==> config.mk <==
export PLATFORM = sky130hd
export DESIGN_NAME = sm_feeder
export DESIGN_NICKNAME = d
export VERILOG_FILES = /design/src/rtl/sm_pkg.sv /design/src/rtl/sm_operand_fifo.sv /design/src/rtl/sm_feeder.sv
export SDC_FILE = /design/constraint.sdc
export NUM_CORES = 1
export LEC_CHECK = 0
export ABC_AREA = 1
export ABC_CLOCK_PERIOD_IN_PS = 2590
export CAP_MARGIN = 20
export CELL_PAD_IN_SITES_DETAIL_PLACEMENT = 1
export CELL_PAD_IN_SITES_GLOBAL_PLACEMENT = 2
export CORE_MARGIN = 5
export CORE_UTILIZATION = 32
export CTS_CLUSTER_DIAMETER = 200
export DETAILED_ROUTE_END_ITERATION = 8
export PLACE_DENSITY_LB_ADDON = 0.3
export SYNTH_ARGS = -nofsm -noshare
export SYNTH_HDL_FRONTEND = slang
export SYNTH_SLANG_ARGS = --single-unit
==> constraint.sdc <==
create_clock -name clk -period 2.59 [get_ports clk]
set_input_delay 0.518 -clock clk [delete_from_list [all_inputs] [get_ports clk]]
set_output_delay 0.518 -clock clk [all_outputs]
set_load 0.01 [all_outputs]
==> src/rtl/sm_pkg.sv <==
// sm_pkg
// Shared types and default sizing for the sequential-multiplier feeder slice.
//   feeder_state_e : feeder FSM states
//   sm_pair_t      : operand pair {a, b, tag} at the default sizing
//   SM_*           : default parameter values used by sm_feeder / sm_operand_fifo
package sm_pkg;

    localparam int unsigned SM_WIDTH          = 16;
    localparam int unsigned SM_TAG_W          = 4;
    localparam int unsigned SM_FIFO_DEPTH     = 4;
    localparam int unsigned SM_TIMEOUT_CYCLES = 64;

    typedef enum logic [1:0] {
        ST_IDLE,
        ST_ISSUE,
        ST_WAIT_BUSY,
        ST_WAIT_DONE
    } feeder_state_e;

    typedef struct packed {
        logic [SM_WIDTH-1:0] a;
        logic [SM_WIDTH-1:0] b;
        logic [SM_TAG_W-1:0] tag;
    } sm_pair_t;

endpackage

==> src/rtl/sm_operand_fifo.sv <==
// sm_operand_fifo
// Synchronous FIFO of operand-pair structs with a registered occupancy count.
// Ports:
//   clk, reset  : clock, asynchronous active-high reset (empties the FIFO)
//   push        : write push_data when not full (ignored while full)
//   push_data   : entry to write
//   pop         : drop the head entry when not empty
//   head        : current head entry (valid while !empty)
//   full, empty : derived from the registered count only
module sm_operand_fifo
    import sm_pkg::*;
#(
    parameter int unsigned DEPTH = SM_FIFO_DEPTH,
    parameter type         T     = sm_pair_t
) (
    input  logic clk,
    input  logic reset,
    input  logic push,
    input  T     push_data,
    input  logic pop,
    output T     head,
    output logic full,
    output logic empty
);

    localparam int unsigned PW = $clog2(DEPTH);
    localparam int unsigned CW = PW + 1;
    localparam logic [CW-1:0] FULL_CNT = CW'(DEPTH);

    T              mem_q [DEPTH];
    logic [PW-1:0] wr_ptr_q, wr_ptr_d;
    logic [PW-1:0] rd_ptr_q, rd_ptr_d;
    logic [CW-1:0] count_q, count_d;
    logic          push_ok;
    logic          pop_ok;

    assign full    = (count_q == FULL_CNT);
    assign empty   = (count_q == '0);
    assign push_ok = push && !full;
    assign pop_ok  = pop && !empty;
    assign head    = mem_q[rd_ptr_q];

    always_comb begin
        wr_ptr_d = wr_ptr_q;
        rd_ptr_d = rd_ptr_q;
        count_d  = count_q;
        if (push_ok) begin
            wr_ptr_d = wr_ptr_q + PW'(1);
        end
        if (pop_ok) begin
            rd_ptr_d = rd_ptr_q + PW'(1);
        end
        if (push_ok && !pop_ok) begin
            count_d = count_q + CW'(1);
        end else if (pop_ok && !push_ok) begin
            count_d = count_q - CW'(1);
        end
    end

    always_ff @(posedge clk or posedge reset) begin
        if (reset) begin
            wr_ptr_q <= '0;
            rd_ptr_q <= '0;
            count_q  <= '0;
        end else begin
            wr_ptr_q <= wr_ptr_d;
            rd_ptr_q <= rd_ptr_d;
            count_q  <= count_d;
        end
    end

    // Storage needs no reset: entries are only read while count says they are valid.
    always_ff @(posedge clk) begin
        if (push_ok) begin
            mem_q[wr_ptr_q] <= push_data;
        end
    end

endmodule

==> src/rtl/sm_feeder.sv <==
// sm_feeder
// Front-end for the 16x16 sequential multiplier: buffers operand pairs from a
// valid/ready stream, runs one multiplication at a time and returns the product
// with its tag on a valid/ready result stream.
// Ports:
//   clk, reset                        : clock, asynchronous active-high reset
//   in_valid/in_ready                 : operand-pair input handshake (in_ready = !full)
//   in_multiplicand/in_multiplier/in_tag : operand pair and user tag
//   mul_start                         : one-cycle start pulse to the multiplier
//   mul_multiplicand/mul_multiplier   : operands, held from start until completion
//   mul_product/mul_ready             : multiplier result and idle/done flag
//   res_valid/res_ready               : result output handshake
//   res_product/res_tag/res_err       : result, tag, timeout flag
//   busy                              : FSM active or FIFO non-empty
// Configuration:
//   SM_FEEDER_TIMEOUT_EN : enables the per-operation watchdog (TIMEOUT_CYCLES);
//                          without it the wait states wait indefinitely and res_err is 0.
module sm_feeder
    import sm_pkg::*;
#(
    parameter int unsigned WIDTH          = SM_WIDTH,
    parameter int unsigned FIFO_DEPTH     = SM_FIFO_DEPTH,
    parameter int unsigned TAG_W          = SM_TAG_W,
    parameter int unsigned TIMEOUT_CYCLES = SM_TIMEOUT_CYCLES
) (
    input  logic               clk,
    input  logic               reset,
    input  logic               in_valid,
    output logic               in_ready,
    input  logic [WIDTH-1:0]   in_multiplicand,
    input  logic [WIDTH-1:0]   in_multiplier,
    input  logic [TAG_W-1:0]   in_tag,
    output logic               mul_start,
    output logic [WIDTH-1:0]   mul_multiplicand,
    output logic [WIDTH-1:0]   mul_multiplier,
    input  logic [2*WIDTH-1:0] mul_product,
    input  logic               mul_ready,
    output logic               res_valid,
    input  logic               res_ready,
    output logic [2*WIDTH-1:0] res_product,
    output logic [TAG_W-1:0]   res_tag,
    output logic               res_err,
    output logic               busy
);

    typedef struct packed {
        logic [WIDTH-1:0] a;
        logic [WIDTH-1:0] b;
        logic [TAG_W-1:0] tag;
    } pair_t;

    if ((FIFO_DEPTH < 2) || ((FIFO_DEPTH & (FIFO_DEPTH - 1)) != 0)) begin : g_bad_depth
        $error("FIFO_DEPTH must be a power of two and at least 2");
    end
    if (TIMEOUT_CYCLES < 1) begin : g_bad_timeout
        $error("TIMEOUT_CYCLES must be at least 1");
    end

    pair_t fifo_in;
    pair_t fifo_head;
    logic  fifo_full;
    logic  fifo_empty;
    logic  pop;

    assign fifo_in = '{a: in_multiplicand, b: in_multiplier, tag: in_tag};

    sm_operand_fifo #(
        .DEPTH (FIFO_DEPTH),
        .T     (pair_t)
    ) u_fifo (
        .clk       (clk),
        .reset     (reset),
        .push      (in_valid),
        .push_data (fifo_in),
        .pop       (pop),
        .head      (fifo_head),
        .full      (fifo_full),
        .empty     (fifo_empty)
    );

    feeder_state_e      state_q, state_d;
    logic               start_q, start_d;
    logic [WIDTH-1:0]   a_q, a_d;
    logic [WIDTH-1:0]   b_q, b_d;
    logic [TAG_W-1:0]   tag_q, tag_d;
    logic               res_valid_q, res_valid_d;
    logic [2*WIDTH-1:0] res_product_q, res_product_d;
    logic [TAG_W-1:0]   res_tag_q, res_tag_d;
    logic               res_free;

`ifdef SM_FEEDER_TIMEOUT_EN
    localparam int unsigned     CNT_W     = $clog2(TIMEOUT_CYCLES + 1);
    localparam logic [CNT_W-1:0] CNT_LIMIT = CNT_W'(TIMEOUT_CYCLES - 1);
    logic [CNT_W-1:0] cnt_q, cnt_d;
    logic             res_err_q, res_err_d;
    logic             waiting;
`endif

    always_comb begin
        state_d       = state_q;
        start_d       = 1'b0;
        a_d           = a_q;
        b_d           = b_q;
        tag_d         = tag_q;
        res_valid_d   = res_valid_q;
        res_product_d = res_product_q;
        res_tag_d     = res_tag_q;
        pop           = 1'b0;
`ifdef SM_FEEDER_TIMEOUT_EN
        cnt_d         = cnt_q;
        res_err_d     = res_err_q;
`endif
        // A result being accepted this cycle frees the register for a refill.
        res_free = !res_valid_q || res_ready;
        if (res_valid_q && res_ready) begin
            res_valid_d = 1'b0;
        end

        case (state_q)
            ST_IDLE: begin
                if (!fifo_empty && mul_ready && res_free) begin
                    pop     = 1'b1;
                    a_d     = fifo_head.a;
                    b_d     = fifo_head.b;
                    tag_d   = fifo_head.tag;
                    start_d = 1'b1;
                    state_d = ST_ISSUE;
                end
            end
            ST_ISSUE: begin
`ifdef SM_FEEDER_TIMEOUT_EN
                cnt_d = '0;
`endif
                state_d = ST_WAIT_BUSY;
            end
            ST_WAIT_BUSY: begin
                if (!mul_ready) begin
                    state_d = ST_WAIT_DONE;
                end
            end
            ST_WAIT_DONE: begin
                if (mul_ready) begin
                    res_valid_d   = 1'b1;
                    res_product_d = mul_product;
                    res_tag_d     = tag_q;
`ifdef SM_FEEDER_TIMEOUT_EN
                    res_err_d     = 1'b0;
`endif
                    state_d       = ST_IDLE;
                end
            end
            default: state_d = ST_IDLE;
        endcase

`ifdef SM_FEEDER_TIMEOUT_EN
        // Normal completion in WAIT_DONE takes priority over the watchdog.
        waiting = (state_q == ST_WAIT_BUSY) || ((state_q == ST_WAIT_DONE) && !mul_ready);
        if (waiting) begin
            if (cnt_q == CNT_LIMIT) begin
                res_valid_d   = 1'b1;
                res_product_d = '0;
                res_tag_d     = tag_q;
                res_err_d     = 1'b1;
                state_d       = ST_IDLE;
            end else begin
                cnt_d = cnt_q + CNT_W'(1);
            end
        end
`endif
    end

    always_ff @(posedge clk or posedge reset) begin
        if (reset) begin
            state_q       <= ST_IDLE;
            start_q       <= 1'b0;
            a_q           <= '0;
            b_q           <= '0;
            tag_q         <= '0;
            res_valid_q   <= 1'b0;
            res_product_q <= '0;
            res_tag_q     <= '0;
`ifdef SM_FEEDER_TIMEOUT_EN
            cnt_q         <= '0;
            res_err_q     <= 1'b0;
`endif
        end else begin
            state_q       <= state_d;
            start_q       <= start_d;
            a_q           <= a_d;
            b_q           <= b_d;
            tag_q         <= tag_d;
            res_valid_q   <= res_valid_d;
            res_product_q <= res_product_d;
            res_tag_q     <= res_tag_d;
`ifdef SM_FEEDER_TIMEOUT_EN
            cnt_q         <= cnt_d;
            res_err_q     <= res_err_d;
`endif
        end
    end

    assign in_ready         = !fifo_full;
    assign mul_start        = start_q;
    assign mul_multiplicand = a_q;
    assign mul_multiplier   = b_q;
    assign res_valid        = res_valid_q;
    assign res_product      = res_product_q;
    assign res_tag          = res_tag_q;
    assign busy             = (state_q != ST_IDLE) || !fifo_empty;
`ifdef SM_FEEDER_TIMEOUT_EN
    assign res_err          = res_err_q;
`else
    assign res_err          = 1'b0;
`endif

endmodule

Word level (Yosys, flattened, before mapping) --
Memory sizes are Yosys's and may differ from the RTL's. A register that Yosys moved wholly into a read port is not among the register bits. Cells that the tools add are included.
Cells by class: add/subtract/negate cells 4, equal/unequal tests 7, muxes and demuxes 13, reduce and logical (&&, ||, !) cells 21
Operator list (count):
- case mux 2 bit (4 select lines) | 1
- logical AND 1 bit | 7
- two-way mux 1 bit | 7
- two-way mux 2 bit | 3
- two-way mux 3 bit | 2
- inequality test 2 bit (second input constant) | 3
- logical NOT 1 bit | 5
- adder 2 x 1 -> 2 bit (second input constant) | 2
- == test 2 bit (second input constant) | 2
- AND reduction 2 bit | 2
- nonzero test 2 bit | 2
- adder 3 x 1 -> 3 bit (second input constant) | 1
- == test 3 bit (second input constant) | 1
- logical NOT 3 bit | 1
- AND reduction 3 bit | 1
- subtractor 3 x 1 -> 3 bit (second input constant) | 1
- == test 2 x 1 -> 1 bit (second input constant) | 1
- logical NOT 2 bit | 1
- logical OR 1 bit | 2
Word-level totals: flip-flop bits (word level) 47, memory bits (writable) 144, input port bits 73, output and inout port bits 73, memories 1
Memory list:
- u_fifo.mem_q | words 4, width 36, read ports 1, clocked after Yosys merged registers in 1, write ports 1, line sm_operand_fifo.sv:30 | T mem_q [DEPTH];

Depth between registers and ports, before layout --
depth after elaboration 10, depth in mapped cells 11, gate-level depth less buffers 11

Hierarchy --
From an unflattened synthesis, not the netlist that was laid out.
Second synthesis, totals: cells, all modules 747, area total of the unflattened synthesis 9375.2 um^2
Modules (own cells, without submodules):
- sm_operand_fifo | instances 1, cells each 481, area an instance 6398.6 um^2, sequential area each 4499.3 um^2
- sm_feeder | instances 1, cells each 266, area an instance 2976.6 um^2, sequential area each 1901.8 um^2

Least setup slack after synthesis --
Ideal clock, no wire load.
path type flip-flop to flip-flop, from register u_fifo.count_q[0], to memory u_fifo.mem_q[0][0] (netlist name) (enable), library setup time 0.429 ns, data arrival time 2.289 ns, required time 2.161 ns, path slack -0.128 ns, cell stages (with the launch flop) 5, period minus slack after synthesis 2.718 ns, cells stage by stage dfrtp_1 inv_1 nand3_1 nand2_1 nor2_1
Between the ends: word-level cells in the longest chain between the ends 5
Ends and longest elaborated chain:
- from (decl) | line sm_operand_fifo.sv:33 | logic [CW-1:0] count_q, count_d;
- from (signal assigned) | line sm_operand_fifo.sv:68 | count_q <= count_d;
- == test 3 bit | line sm_operand_fifo.sv:37 | assign full = (count_q == FULL_CNT);
- logical NOT 1 bit
- net in_ready | line sm_feeder.sv:29 | output logic in_ready,
- logical AND 1 bit | line sm_operand_fifo.sv:39 | assign push_ok = push && !full;
- two-way mux 1 bit | line sm_operand_fifo.sv:74 | if (push_ok) begin
- two-way mux 1 bit (implied by the code) | line sm_operand_fifo.sv:75 | mem_q[wr_ptr_q] <= push_data;
- to (decl) | line sm_operand_fifo.sv:30
The timed path passes the listed nets, and every way through them passes these cells.

Worst setup path in the final report --
from register state_q[0], to output busy
Between the ends: word-level cells in the longest chain between the ends 2
Ends and longest elaborated chain:
- from (decl) | line sm_feeder.sv:81 | feeder_state_e state_q, state_d;
- from (signal assigned) | line sm_feeder.sv:187 | state_q <= state_d;
- nonzero test 2 bit | line sm_feeder.sv:209 | assign busy = (state_q != ST_IDLE) || !fifo_empty;
- logical OR 1 bit | line sm_feeder.sv:209
- to (decl) | line sm_feeder.sv:43 | output logic busy
No other way between the ends.

==> metrics.md <==
| Metric | Value |
|---|---|
| Outcome | `finished, final reports clean` |
| Worst path bufs/invs | `2` |
| Synth Cell Area | `8780 sq um` |
| Syn_nets | `772` |
| Final count of pins violating max slew | `0` |
| Post-route DRC | `0` |
| Final cycle utilization of the critical path | `94.6%` |
| CORE AREA | `27000 sq um` |
| Total grt overflow | `0` |
| DRT Wirelength | `21800 um` |
| Crit Path Class | `flop to output pin` |
| Initial core utilization | `32.6%` |
| # hold bufs at CTS | `0` |
| Cell variety after synth | `29` |
| Detail Placement HPWL | `13900 um` |
| Largest net degree at the start of global routing | `84` |
| TritonCTS Buffers | `25` |
| Measured slew at the worst slew-check pin | `857 ps` |
| Max Freq | `408 MHz` |
| Synthesized netlist cell count | `689` |
| Register area share after synthesis | `72.9%` |
| CP cell instances | `inv_1, ha_1, nand4_1, clkdlybuf4s50_1` |
| # Max-Cap Violations | `0` |
| Synth Register Bits | `227` |
| Crit-path max FO | `3` |
| IO Pins | `146` |
| Worst setup path startpoint | `state_q[0]$_DFFE_PP0P_` |
| Remaining antenna violation count | `0` |
| VDD IR max | `0.426 mV` |
| Pwr Density | `1190 nW/um^2` |
| Initial drt markers | `238` |
| Fin Clk Skew | `17.8 ps` |
| Non-Filler Instances | `1204` |
| Layout cell share with drive strength beyond 1 | `12.1%` |
| Drt pass-1 iters | `6` |
| Maximum buffer depth of the clock tree | `3` |
| Post-placement cell count | `1157` |
| RD Place Congestion | `0.730` |
| DIE AREA | `30800 sq um` |
| Later-pin clock latency in the skew report | `530 ps` |
| Clock sink total | `227` |
| Initial antenna violation count | `0` |
| Vias in the first global route | `6209` |
| Fillcell total | `2842` |
| Slew Limit Headroom | `42.9%` |
| Setup crit end kind | `output pin` |
| Hold crit path type | `flop to flop` |
| Final Hold Fails | `0` |
| CTS clock-pin slew for the worst setup and hold paths | `60 ps` |
| Tot GR Track Use | `13.8%` |
| Yosys warns | `0` |
| Final net count | `926` |
| Setup violations, final | `0` |
| H-tree depth | `1` |
| Worst Path Required | `2070 ps` |
| CTS root buf | `clkbuf_16` |
| PortBufs | `144` |
| Wirelength per Cell | `18.1 um` |
| Crit path DAT | `1930 ps` |
| RSZ-0062 raised after global routing | `false` |
| FP Rows | `60` |
| CP max stage delay | `550 ps` |
| Sum Neg Setup Slack | `0 ps` |
| CTS tree | `yes` |
| Syn avg cell area | `12.7 sq um` |
| Post-cts resize count | `0` |
| Postcts setup bufs | `0` |
| Chip width | `176 um` |
| Critical Path Start Type | `flop` |
| Leak Pwr | `4.45 nW` |
| Family with the most delay on the worst path | `buffers and inverters` |
| Tmin final | `2450 ps` |
| Layout Area Growth over Synthesis | `30.7%` |
| Worst Min Path Start | `tag_q[0]$_DFFE_PP0N_` |
| Vias after detailed routing | `5673` |
| CP max-delay cell | `clkdlybuf4s50_1` |
| First-pass GRT wire length | `34200 um` |
| Die H | `176 um` |
| RR Startpoint | `state_q[0]$_DFFE_PP0P_` |
| Vias per cell | `4.71` |
-- final timing paths --
check	endpoint	slack (ps)	depth (start not counted)
hold / removal	tag_q[0]$_DFFE_PP0N_	480	2
max in group asynchronous	u_fifo.rd_ptr_q[0]$_DFFE_PP0P_	1720	3
setup reg to reg	mul_multiplier[2]$_DFFE_PP0N_	620	8
min in group asynchronous	mul_multiplicand[12]$_DFFE_PP0N_	500	3
hold reg to reg	tag_q[0]$_DFFE_PP0N_	480	2
setup / recovery	busy	140	4
-- layout by cell type, fill, tap and decap left out, drive strengths merged --
cell type / Yosys / layout
clkinv: 2 / 9
nand2: 123 / 123
buf: 18 / 16
or2: 1 / 1
ha: 9 / 9
mux2: 36 / 36
clkdlybuf4s50: 0 / 144
inv: 17 / 18
xor2: 3 / 3
o21ai: 110 / 110
clkbuf: 15 / 33
fa: 1 / 1
clkinvlp: 0 / 3
nor2: 115 / 115
a21oi: 2 / 2
conb: 1 / 1
nand4: 1 / 1
bufinv: 0 / 2
diode: 0 / 1
dfrtp: 83 / 83
mux2i: 1 / 1
edfxtp: 144 / 144
xnor2: 2 / 2
nand3: 5 / 5
-- worst register-to-register path, cell delays in order, from the launching register on --
cell,delay (ps)
dfrtp_1,390
inv_1,100
ha_1,250
nand3_2,100
buf_4,430
clkinv_2,130
buf_4,270
nand2_1,140
nand2_1,50
-- cells in the mapped netlist --
| cell type | n | share of area (%) |
|---|---|---|
| nand2_1 | 122 | 5.2 |
| nand2_2 | 1 | 0.071 |
| o21ai_0 | 85 | 4.8 |
| a21oi_1 | 1 | 0.057 |
| o21ai_1 | 25 | 1.4 |
| nor2_1 | 115 | 4.9 |
| mux2i_1 | 1 | 0.11 |
| nand3_1 | 4 | 0.23 |
| mux2_2 | 36 | 4.6 |
| inv_2 | 2 | 0.086 |
| clkinv_1 | 1 | 0.043 |
| edfxtp_1 | 144 | 49 |
| xor2_1 | 3 | 0.30 |
| nand3_2 | 1 | 0.11 |
| buf_4 | 5 | 0.43 |
| nand4_1 | 1 | 0.071 |
| or2_2 | 1 | 0.071 |
| clkbuf_1 | 12 | 0.51 |
| clkbuf_8 | 3 | 0.47 |
| a21oi_2 | 1 | 0.10 |
| buf_6 | 3 | 0.38 |
| conb_1 | 1 | 0.043 |
| dfrtp_1 | 83 | 24 |
| xnor2_1 | 2 | 0.20 |
| buf_2 | 10 | 0.57 |
| inv_1 | 15 | 0.64 |
| clkinv_2 | 1 | 0.057 |
| fa_1 | 1 | 0.23 |
| ha_1 | 9 | 1.3 |
-- area by class of cell --
type / instances / area (sq um) / share of cell area, %
clock buffers: 33 / 686 / 5.97
multi-input cells: 410 / 2130 / 18.5
diodes: 1 / 2.50 / 0.0218
flip-flops and latches: 227 / 6400 / 55.8
well taps: 341 / 427 / 3.72
clock inverters: 13 / 131 / 1.14
inverters: 19 / 76.3 / 0.665
repair buffers: 160 / 1620 / 14.2
-- through the flow --
| step | power, mW | worst slack (ps) | instance area (sq um) | hold WS [ps] | util [%] |
|---|---|---|---|---|---|
| 2_1_floorplan | 8.09 | -128 | 8780 | 445 | - |
| 3_3_place_gp | 10.2 | 236 | 10700 | 467 | 39.5 |
| 3_5_place_dp | 10.4 | 141 | 10700 | 471 | 39.5 |
| 4_1_cts | 13.9 | 112 | 11500 | 487 | 42.6 |
| 5_1_grt | 14.6 | 59.7 | 11500 | 522 | 42.6 |
| 6_report | 13.7 | 139 | 11500 | 478 | 42.6 |
-- layer usage --
layer,vias to the layer above,wire length (um),global-route usage [%]
li1,2657,-,-
met1,2820,9420,17.1
met2,163,10600,24.9
met3,33,1240,3.01
met4,0,484,3.25
met5,-,0,0
-- logic make-up (layout without fill, tap and decap cells) --
group | after synthesis | count (layout) | share of synthesized area [%]
compound gates | 112 | 112 | 6.43
xor+xnor | 5 | 5 | 0.499
fa+ha+maj | 10 | 10 | 1.51
buf+inv | 52 | 225 | 3.19
flops | 227 | 227 | 72.9
mux | 37 | 37 | 4.73
other cells | 1 | 2 | 0.0427
simple gates | 245 | 245 | 10.7
-- flip-flops by register name (all words and copies together), names as in the netlist --
signal,cells
mul_start,1
u_fifo.rd_ptr_q,2
res_tag,4
u_fifo.wr_ptr_q,2
u_fifo.mem_q,144
res_valid,1
mul_multiplicand,16
state_q,2
res_product,32
mul_multiplier,16
tag_q,4
u_fifo.count_q,3
-- where the power goes --
| part | switching (mW) | internal (mW) | total (mW) | leakage [nW] |
|---|---|---|---|---|
| combinational | 2.59 | 2.11 | 4.70 | 1.71 |
| clock | 1.39 | 2.07 | 3.46 | 0.398 |
| sequential | 0.508 | 5.00 | 5.51 | 2.33 |
Power figures use the tool's default switching activity.
==> edit: new RTL, same flow settings <==
The option `SM_FEEDER_TIMEOUT_EN` is turned on by a define.
--- a/src/rtl/sm_feeder.sv
+++ b/src/rtl/sm_feeder.sv
@@ -15,6 +15,8 @@
 // Configuration:
 //   SM_FEEDER_TIMEOUT_EN : enables the per-operation watchdog (TIMEOUT_CYCLES);
 //                          without it the wait states wait indefinitely and res_err is 0.
+`define SM_FEEDER_TIMEOUT_EN
+
 module sm_feeder
     import sm_pkg::*;
 #(
Function: no difference found for any inputs over 4 cycles, from zero or initial values and one cycle with reset high; that may be too few to reach the edited logic, so the function may still have changed.
==> edit against the unedited design <==
Setup slack improved by 79 ps. Hold slack got worse by 4.6 ps. Routed wire length rose by 5.6%. Area after synthesis rose by 4.3%. Cell area rose by 4.5%. Sequential cell count rose by 8. Total power rose by 3.3%. Count of clock-buffer cells in the layout fell by 2. Highest routed layer is now met5. Critical path type unchanged.
==> edit: results (changes against the unedited design) <==
| Metric | Value |
|---|---|
| Synth cell count leaders | 208 x nand2_1, 144 x edfxtp_1, 91 x dfrtp_1, 82 x nor2_1, 66 x o21ai_0 |
| Final HPWL from detailed placement | 13200 µm (-4.8%) |
| Post-synth EDFFs | 144 (unchanged) |
| 1st-iter DRT viols | 361 (+52%) |
| Post-synth cell types | 30 (+3.4%) |
| Global-route wire length before repair | 36200 µm (+6.0%) |
| Reg with most FFs | u_fifo.mem_q |
| Gr usage total | 14.2% (+0.35 points) |
| Clock Latency Late Sink | around 520 ps |
| Num CTS Buffers | 27 (+8.0%) |
| Worst vdd ir | 0.000659 V (+55%) |
| Post-CTS sizing | 0 (unchanged) |
| Final-stage net count | 1005 (+8.5%) |
| Synth top area cells | edfxtp_1 47%, dfrtp_1 25%, nand2_1 8.5% |
| Layout Skew | 7.61 ps (-10.2 ps) |
| CTS max path bufs | 3 (unchanged) |
| Status | finished, final reports clean |
| Antenna violations before repair | 1 (+1) |
| Placed cell areas | 11100 µm² (+3.9%) |
| # diodes | 0 (-1) |
| Worst path arrival time | 1850 ps (-80 ps) |
| Setup Fix Bufs, Post-CTS | 0 (unchanged) |
| Leakage dissipation | 4.68 nW (+5.2%) |
| DR vias/cell | 4.66 (-1.0%) |
| Clk slew on worst S/H paths | 60 ps (about the same) |
| PortBufs | 145 (+0.69%) |
| Routability congestion estimate | 0.678 (-7.2%) |
| Slew headroom | 48.7% (+5.9 points) |
| Max FO, Critical Path | 3 (unchanged) |
| Clk root buf | clkbuf_16 |
| Ys async rst share | 38.7% (+2.2 points) |
| Final WL | 23000 µm (+5.6%) |
| Synth Net Count | 857 (+11%) |
| Share of layout cells above drive strength 1 | 9.09% (-3.0 points) |
| Post-synthesis sequential area ratio | 72.1% (-0.82 points) |
| DRT Pass-1 Iters | 4 (-2) |
| Pin count of the biggest net entering global routing | 92 (+9.5%) |
| HP Class | reg -> reg |
| Main flop type after synthesis | edfxtp_1 |
| H-Tree Depth | 1 (unchanged) |
| Vias in the first global route | 6719 (+8.2%) |
| Number of flip-flops in the largest register | 144 (unchanged) |
| Final setup viols | 0 (unchanged) |
| Yosys warns | 0 (unchanged) |
[edit: cell count changes after synthesis, sizes merged, moves of 8 or more]
cell / unedited run / this run
dfrtp: 83 / 91
nand2: 123 / 209
a21oi: 2 / 34
nand3: 5 / 21
o22ai: 0 / 36
buf: 18 / 26
mux2: 36 / 0
nor2: 115 / 85
o21ai: 110 / 75
[edit: power breakdown]
group	leakage [nW]	switching [W]	internal, W	total, W
sequential	2.46	0.000454	0.00512	0.00557
clock	0.450	0.00152	0.00237	0.00390
combinational	1.76	0.00271	0.00195	0.00465
[edit: per-stage QoR]
| stage | worst slack [ps] | setup TNS [ps] | cells | utilization [%] |
|---|---|---|---|---|
| 4_1_cts | 196 | 0 | 1330 | 42.1 |
| 6_report | 218 | 0 | 1330 | 42.1 |
| 2_1_floorplan | -108 | -15490 | 777 | - |
| 3_5_place_dp | 245 | 0 | 1280 | 38.9 |
| 3_3_place_gp | 273 | 0 | 1280 | 38.9 |
| 5_1_grt | 106 | 0 | 1330 | 42.1 |
[edit: path summary, 6_finish.rpt]
kind                       slack (ps)  cells past startpoint                  to         startpoint
setup reg to reg                  700                     11   u_fifo.count_q[2]  u_fifo.count_q[0]
hold reg to reg                   470                      2          res_tag[2]           tag_q[2]
setup / recovery                  220                      5                busy  u_fifo.count_q[0]
hold / removal                    470                      2          res_tag[2]           tag_q[2]
max in group asynchronous        1650                      3  u_fifo.rd_ptr_q[0]              reset
min in group asynchronous         500                      3      res_product[3]              reset
[edit: worst max-delay path, stage by stage, from the launching register on]
cell             delay, ps
dfrtp_1                420
inv_1                   90
nand3_1                110
inv_1                  130
nand2_1                 80
clkdlybuf4s50_1        490
[edit: area by class of cell]
class,count,area [µm²]
Clock buffer,31,711
Clock inverter,19,211
Fill cell,3053,16500
Inverter,25,101
Multi-Input combinational cell,477,2270
Sequential cell,235,6600
Tap cell,384,480
Timing Repair Buffer,159,1620
[edit: cell families after synthesis]
kind of cell | Yosys count | synth area share [%]
compound gates | 145 | 8.95
xor+xnor | 7 | 0.670
fa+ha+maj | 7 | 1.04
buf+inv | 65 | 3.53
flops | 235 | 72.1
simple gates | 318 | 13.7
[edit: per-layer routing]
metal  vias up  share of wire (%)  track usage [%]  wire length [µm]
met4         2                1.1             2.54               248
met2       144                 46             24.2             10700
met5         -              0.030                0                 7
met1      3086                 47             19.0             10700
li1       2952                  -                -                 -
met3        19                5.9             2.97              1360
